## config.mk

```make
export PLATFORM = sky130hd
export DESIGN_NAME = arb_req_client_flat
export DESIGN_NICKNAME = d
export VERILOG_FILES = /design/src/rtl/arb_pkg.sv /design/src/rtl/arb_req_client_if.sv /design/src/rtl/arb_cmd_fifo.sv /design/src/rtl/arb_req_client.sv /design/src/flat_wrapper.sv
export SDC_FILE = /design/constraint.sdc
export NUM_CORES = 1
export LEC_CHECK = 0
export CORE_MARGIN = 2
export CORE_UTILIZATION = 49
export DETAILED_ROUTE_END_ITERATION = 8
export PLACE_DENSITY_LB_ADDON = 0.05
export SLEW_MARGIN = 0
export SYNTH_ARGS = -nofsm -noshare
export SYNTH_HDL_FRONTEND = slang
export SYNTH_SLANG_ARGS = --single-unit
```

## constraint.sdc

```tcl
create_clock -name clk -period 5.4 [get_ports clk]
set_clock_uncertainty 0.1 [all_clocks]
set_input_delay 0.81 -clock clk [delete_from_list [all_inputs] [get_ports clk]]
set_output_delay 0.81 -clock clk [all_outputs]
set_load 0.02 [all_outputs]
```

## src/rtl/arb_pkg.sv

```systemverilog
// Shared types for the req/grant arbitration clients: command record, client
// state encoding and the default starvation threshold.
package arb_pkg;

  localparam int unsigned CMD_AW         = 32;
  localparam int unsigned CMD_LW         = 4;
  localparam int unsigned STARVE_CYC_DEF = 64;

  typedef struct packed {
    logic [CMD_AW-1:0] addr;
    logic [CMD_LW-1:0] len;
  } cmd_t;

  typedef enum logic {
    IDLE   = 1'b0,
    ACTIVE = 1'b1
  } client_state_e;

endpackage

```

## src/rtl/arb_req_client_if.sv

```systemverilog
// Command handshake plus arbiter/bus signals of one arbiter client.
// master = client side, slave = engine/arbiter/bus side.
interface arb_req_client_if #(
  parameter int unsigned AW = 32,
  parameter int unsigned LW = 4
);

  logic          cmd_valid;
  logic          cmd_ready;
  logic [AW-1:0] cmd_addr;
  logic [LW-1:0] cmd_len;
  logic          req;
  logic          grant;
  logic          bus_valid;
  logic [AW-1:0] bus_addr;
  logic          bus_last;

  modport master (
    input  cmd_valid, cmd_addr, cmd_len, grant,
    output cmd_ready, req, bus_valid, bus_addr, bus_last
  );

  modport slave (
    output cmd_valid, cmd_addr, cmd_len, grant,
    input  cmd_ready, req, bus_valid, bus_addr, bus_last
  );

endinterface

```

## src/rtl/arb_cmd_fifo.sv

```systemverilog
// Burst command FIFO: DEPTH entries of type T, registered full/empty flags,
// read/write pointers with an extra wrap bit. Head entry is shown combinationally.
module arb_cmd_fifo
  import arb_pkg::*;
#(
  parameter type         T     = cmd_t,
  parameter int unsigned DEPTH = 4
) (
  input  logic clk,
  input  logic rst,
  input  logic push_i,
  input  T     data_i,
  input  logic pop_i,
  output T     data_o,
  output logic full_o,
  output logic empty_o
);

  localparam int unsigned PW = $clog2(DEPTH);

  T           mem_q [DEPTH];
  logic [PW:0] wr_q, wr_d, rd_q, rd_d;
  logic        full_q, full_d, empty_q, empty_d;
  logic        do_push, do_pop;

  assign do_push = push_i & ~full_q;
  assign do_pop  = pop_i & ~empty_q;

  always_comb begin
    wr_d    = do_push ? wr_q + (PW+1)'(1) : wr_q;
    rd_d    = do_pop  ? rd_q + (PW+1)'(1) : rd_q;
    empty_d = (wr_d == rd_d);
    full_d  = (wr_d[PW] != rd_d[PW]) && (wr_d[PW-1:0] == rd_d[PW-1:0]);
  end

  always_ff @(posedge clk) begin
    if (rst) begin
      wr_q    <= '0;
      rd_q    <= '0;
      full_q  <= 1'b0;
      empty_q <= 1'b1;
    end else begin
      wr_q    <= wr_d;
      rd_q    <= rd_d;
      full_q  <= full_d;
      empty_q <= empty_d;
    end
  end

  always_ff @(posedge clk) begin
    if (do_push) mem_q[wr_q[PW-1:0]] <= data_i;
  end

  assign data_o  = mem_q[rd_q[PW-1:0]];
  assign full_o  = full_q;
  assign empty_o = empty_q;

endmodule

```

## src/rtl/arb_req_client.sv

```systemverilog
// Requester endpoint of the round-robin req/grant arbiter: queues burst commands,
// raises a registered req and emits one beat per granted cycle.
// Optional ARB_REQ_CLIENT_STARVE_EN adds a sticky starve flag (STARVE_CYC threshold).
module arb_req_client
  import arb_pkg::*;
#(
  parameter int unsigned AW    = 32,
  parameter int unsigned LW    = 4,
  parameter int unsigned DEPTH = 4
`ifdef ARB_REQ_CLIENT_STARVE_EN
  ,
  parameter int unsigned STARVE_CYC = STARVE_CYC_DEF
`endif
) (
  input  logic                    clk,
  input  logic                    rst,
  arb_req_client_if.master        cif,
  output logic                    busy,
  output logic                    done
`ifdef ARB_REQ_CLIENT_STARVE_EN
  ,
  output logic                    starve
`endif
);

  typedef struct packed {
    logic [AW-1:0] addr;
    logic [LW-1:0] len;
  } cmd_w_t;

  client_state_e state_q, state_d;
  logic [AW-1:0] cur_addr_q, cur_addr_d;
  logic [LW-1:0] cur_len_q, cur_len_d;
  logic [LW-1:0] beat_q, beat_d;
  logic          req_q, req_d;
  logic          done_q, done_d;

  cmd_w_t push_cmd, head_cmd;
  logic   fifo_push, fifo_pop, fifo_full, fifo_empty;
  logic   xfer, last;

  assign push_cmd  = '{addr: cif.cmd_addr, len: cif.cmd_len};
  assign fifo_push = cif.cmd_valid & ~fifo_full;

  arb_cmd_fifo #(
    .T     (cmd_w_t),
    .DEPTH (DEPTH)
  ) u_fifo (
    .clk     (clk),
    .rst     (rst),
    .push_i  (fifo_push),
    .data_i  (push_cmd),
    .pop_i   (fifo_pop),
    .data_o  (head_cmd),
    .full_o  (fifo_full),
    .empty_o (fifo_empty)
  );

  // grant is only honoured while our registered req is up
  assign xfer = req_q & cif.grant;
  assign last = (beat_q == cur_len_q);

  always_comb begin
    state_d    = state_q;
    cur_addr_d = cur_addr_q;
    cur_len_d  = cur_len_q;
    beat_d     = beat_q;
    fifo_pop   = 1'b0;
    done_d     = 1'b0;
    unique case (state_q)
      IDLE: begin
        if (!fifo_empty) begin
          fifo_pop   = 1'b1;
          cur_addr_d = head_cmd.addr;
          cur_len_d  = head_cmd.len;
          beat_d     = '0;
          state_d    = ACTIVE;
        end
      end
      ACTIVE: begin
        if (xfer) begin
          if (last) begin
            done_d = 1'b1;
            // chain the next queued burst without dropping req
            if (!fifo_empty) begin
              fifo_pop   = 1'b1;
              cur_addr_d = head_cmd.addr;
              cur_len_d  = head_cmd.len;
              beat_d     = '0;
            end else begin
              state_d = IDLE;
            end
          end else begin
            beat_d = beat_q + LW'(1);
          end
        end
      end
      default: state_d = IDLE;
    endcase
    req_d = (state_d == ACTIVE);
  end

  always_ff @(posedge clk) begin
    if (rst) begin
      state_q    <= IDLE;
      cur_addr_q <= '0;
      cur_len_q  <= '0;
      beat_q     <= '0;
      req_q      <= 1'b0;
      done_q     <= 1'b0;
    end else begin
      state_q    <= state_d;
      cur_addr_q <= cur_addr_d;
      cur_len_q  <= cur_len_d;
      beat_q     <= beat_d;
      req_q      <= req_d;
      done_q     <= done_d;
    end
  end

  assign cif.cmd_ready = ~fifo_full;
  assign cif.req       = req_q;
  assign cif.bus_valid = xfer;
  assign cif.bus_addr  = cur_addr_q + AW'(beat_q);
  assign cif.bus_last  = last;
  assign busy          = ~fifo_empty | (state_q == ACTIVE);
  assign done          = done_q;

`ifdef ARB_REQ_CLIENT_STARVE_EN
  logic [15:0] starve_cnt_q, starve_cnt_d;
  logic        starve_q;

  always_comb begin
    starve_cnt_d = '0;
    if (state_q == ACTIVE && !cif.grant)
      starve_cnt_d = (starve_cnt_q == '1) ? starve_cnt_q : starve_cnt_q + 16'd1;
  end

  always_ff @(posedge clk) begin
    if (rst) begin
      starve_cnt_q <= '0;
      starve_q     <= 1'b0;
    end else begin
      starve_cnt_q <= starve_cnt_d;
      if (starve_cnt_d >= 16'(STARVE_CYC)) starve_q <= 1'b1;
    end
  end

  assign starve = starve_q;
`endif

endmodule
```

## src/flat_wrapper.sv

```systemverilog
// flat-port wrapper written by rule: the top's interface ports become plain ports
module arb_req_client_flat import arb_pkg::*;
#(
  parameter int unsigned AW    = 32,
  parameter int unsigned LW    = 4,
  parameter int unsigned DEPTH = 4

)
  (clk, rst, busy, done, cif_cmd_valid, cif_cmd_addr, cif_cmd_len, cif_grant, cif_cmd_ready, cif_req, cif_bus_valid, cif_bus_addr, cif_bus_last);
  arb_req_client_if #(.AW(AW), .LW(LW)) cif_i ();
  input  logic clk;
  input  logic rst;
  output logic busy;
  output logic done;
  input wire logic [$bits(cif_i.cmd_valid)-1:0] cif_cmd_valid;
  input wire logic [$bits(cif_i.cmd_addr)-1:0] cif_cmd_addr;
  input wire logic [$bits(cif_i.cmd_len)-1:0] cif_cmd_len;
  input wire logic [$bits(cif_i.grant)-1:0] cif_grant;
  output wire logic [$bits(cif_i.cmd_ready)-1:0] cif_cmd_ready;
  output wire logic [$bits(cif_i.req)-1:0] cif_req;
  output wire logic [$bits(cif_i.bus_valid)-1:0] cif_bus_valid;
  output wire logic [$bits(cif_i.bus_addr)-1:0] cif_bus_addr;
  output wire logic [$bits(cif_i.bus_last)-1:0] cif_bus_last;
  assign cif_i.cmd_valid = cif_cmd_valid;
  assign cif_i.cmd_addr = cif_cmd_addr;
  assign cif_i.cmd_len = cif_cmd_len;
  assign cif_i.grant = cif_grant;
  assign cif_cmd_ready = cif_i.cmd_ready;
  assign cif_req = cif_i.req;
  assign cif_bus_valid = cif_i.bus_valid;
  assign cif_bus_addr = cif_i.bus_addr;
  assign cif_bus_last = cif_i.bus_last;
  arb_req_client #(.AW(AW), .LW(LW), .DEPTH(DEPTH)) u_core (.clk(clk), .rst(rst), .cif(cif_i), .busy(busy), .done(done));
endmodule
```

==> out/metrics.csv <==
metric,value,unit
status,completed,
Synth Net Count,585,
CP max FO,7,
root buffer cell,clkbuf_16,
CP endpoint kind,output pin,
n_diodes,0,
clock sinks,194,
arrival time worst endpoint,3380,ps
top post-synthesis cells by count,"edfxtp_1, nand2_1, dfxtp_1, a21oi_1, mux4_2",
HPWL Detailed,10000,um
postcts setup bufs,0,
Yosys top cell by area,edfxtp_1,
share of flip-flops with an asynchronous set or reset,0,%
reg2reg start,u_core.u_fifo.rd_q[1],
DRC viols,0,
routed vias,4579,
largest net degree at the start of global routing,51,
Pwr Total,4.33,mW
Post-Syn Area,7910,sq um
final hold violation count,0,
IO Count,78,
P_leak,3.23,nW
Synth Register Bits,194,
drt pass-1 iters,4,
setup violation total in the final timing report,0,
slew margin rel.,31.3,%
"Slew Viols, Final",0,
synth-to-layout area growth,20.5,%
Skew-Pair Late Insertion Delay,420,ps
cells after synthesis,534,
RSZ-0062 raised after global routing,no,
Site Rows,46,
Cell variety after synth,41,
Initial Util,50.0,%
Routed WL per cell,18.9,um
fin crit share,79.4,%
FMAX,233,MHz
Die H,131,um
maximum VDD drop,0.245,mV
Clock Pin Slew Worst Setup and Hold Paths,70,ps
first-pass GRT wire length,24600,um
Die ar.,17200,sq um
Post-Route Utilization,60.2,%
final WL,16000,um
H-tree depth,4,
GRT Total Usage,19.5,%
Synth top area share,54.7,%
grt ovf,0,
Post-DRT Antenna Nets,0,
Avg Inst Size Synth,14.8,sq um
Hold Buf Count CTS,0,
Clock Path Buffers,2,
"count leader, synth",edfxtp_1,
gpl congestion,0.840,
final worst slack,1110,ps
vias in the first global route,4648,
sequential fraction of the synthesis area,67.3,%
setup TNS,0,ps
initial drt markers,258,
Synth area leaders,"edfxtp_1, dfxtp_1, mux4_2",
CP required,4490,ps
synth warn,0,
CP startpoint kind,flip-flop,
WS Path Type,reg2out,
min-delay src,u_core.cur_addr_q[0],
CTS Buf Count,17,
"EDFF count, synth",144,
post-CTS sizing,0,
Synth Flop Type,edfxtp_1,
Final #Nets,667,
Fill cells,1241,
share of cells above drive strength 1,13.4,%
HP Class,reg2reg,
setup slack at placement,1550,ps
core box area,15800,sq um
max-cap viol count,0,
die width,131,um
initial antenna violation count,0,
CTS tree,built,
port bufs,77,
vias per cell,5.42,
pwr/cell area,454,nW/um^2
worst setup path start,u_core.beat_q[0],
fin crit period,4290,ps
Slew @ Worst Pin,1030,ps
placed cells by master, fill, tap and decap left out, types with 2 or more instances in the layout:
cell type / Yosys / final
a211oi_1: 2 / 2
a21o_1: 3 / 3
a21oi_1: 43 / 43
and2_1: 5 / 5
and3_1: 6 / 6
and4_1: 2 / 2
buf_4: 0 / 10
bufinv_16: 0 / 3
clkbuf_16: 0 / 17
clkdlybuf4s50_1: 0 / 76
clkinv_2: 0 / 2
clkinvlp_4: 0 / 2
dfxtp_1: 50 / 49
edfxtp_1: 144 / 144
ha_1: 10 / 10
inv_1: 14 / 14
inv_6: 0 / 5
mux4_2: 36 / 36
nand2_1: 89 / 89
nand3_1: 14 / 14
nand4_1: 7 / 7
nor2_1: 10 / 10
nor2b_1: 5 / 5
nor3_1: 6 / 6
nor3b_1: 2 / 2
o21ai_0: 5 / 5
or2_2: 2 / 2
xnor2_1: 23 / 23
xnor3_1: 2 / 2
xor2_1: 15 / 15
worst max-delay path, cell delays in order (launching register included):
cell and delay [ps]:
dfxtp_1 450, ha_1 210, inv_1 50, fa_1 390, nor2b_1 120, o21ai_0 140, a211oi_1 640, nand3_1 190
xnor2_1 160, clkdlybuf4s50_1 620
worst paths after layout:
path	cells past startpoint	slack [ps]	to
min reg2reg	2	370	u_core.cur_addr_q[0]
min	2	370	u_core.cur_addr_q[0]
max reg2reg	5	2730	u_core.u_fifo.full_o
max	9	1110	cif_bus_addr[20]
routing by layer:
metal	global-route usage, %	part of all wire, %
met3	3.53	3.8
met2	33.3	50
met4	7.07	1.9
met1	25.4	44
met5	0	0
cell families (layout without fill, tap and decap cells):
logic type,Yosys count,in the layout,synth area share [%]
XOR/XNOR,41,41,5.08
AND/OR/NAND/NOR,152,152,8.76
multiplexers,36,36,10.2
adder cells (fa/ha/maj),11,11,1.83
buffers and inverters,38,133,1.87
flip-flops,194,194,67.3
AO/OA/AOI/OAI,62,62,4.89
cell type report:
type	instances	area, sq um	share of cell area, %
Sequential cell	194	5330	55.9
Clock buffer	18	429	4.50
Multi-Input combinational cell	302	2440	25.6
Inverter	14	52.6	0.551
Timing Repair Buffer	87	841	8.82
Clock inverter	14	174	1.82
Tap cell	216	270	2.84
state kept, by name, summed over array words and instances (netlist names):
| signal | count |
|---|---|
| u_core.beat_q | 4 |
| u_core.cur_addr_q | 32 |
| u_core.cur_len_q | 4 |
| u_core.done | 1 |
| u_core.state_q | 1 |
| u_core.u_fifo.empty_o | 1 |
| u_core.u_fifo.full_o | 1 |
| u_core.u_fifo.mem_q | 144 |
| u_core.u_fifo.rd_q | 3 |
| u_core.u_fifo.wr_q | 3 |
stage by stage:
stage | cell area (sq um) | std cells | hold WS (ps)
2_1_floorplan | 7910 | 534 | 340
4_1_cts | 9530 | 845 | 367
5_1_grt | 9530 | 845 | 386
3_3_place_gp | 8930 | 813 | 358
3_5_place_dp | 8930 | 813 | 358
6_report | 9530 | 845 | 366
power by group:
part           switching, mW  internal (mW)  leakage (nW)
Clock                  0.543          0.737         0.291
Sequential             0.148           1.76          1.73
Combinational          0.600          0.543          1.21
Power figures use the tool's default switching activity.
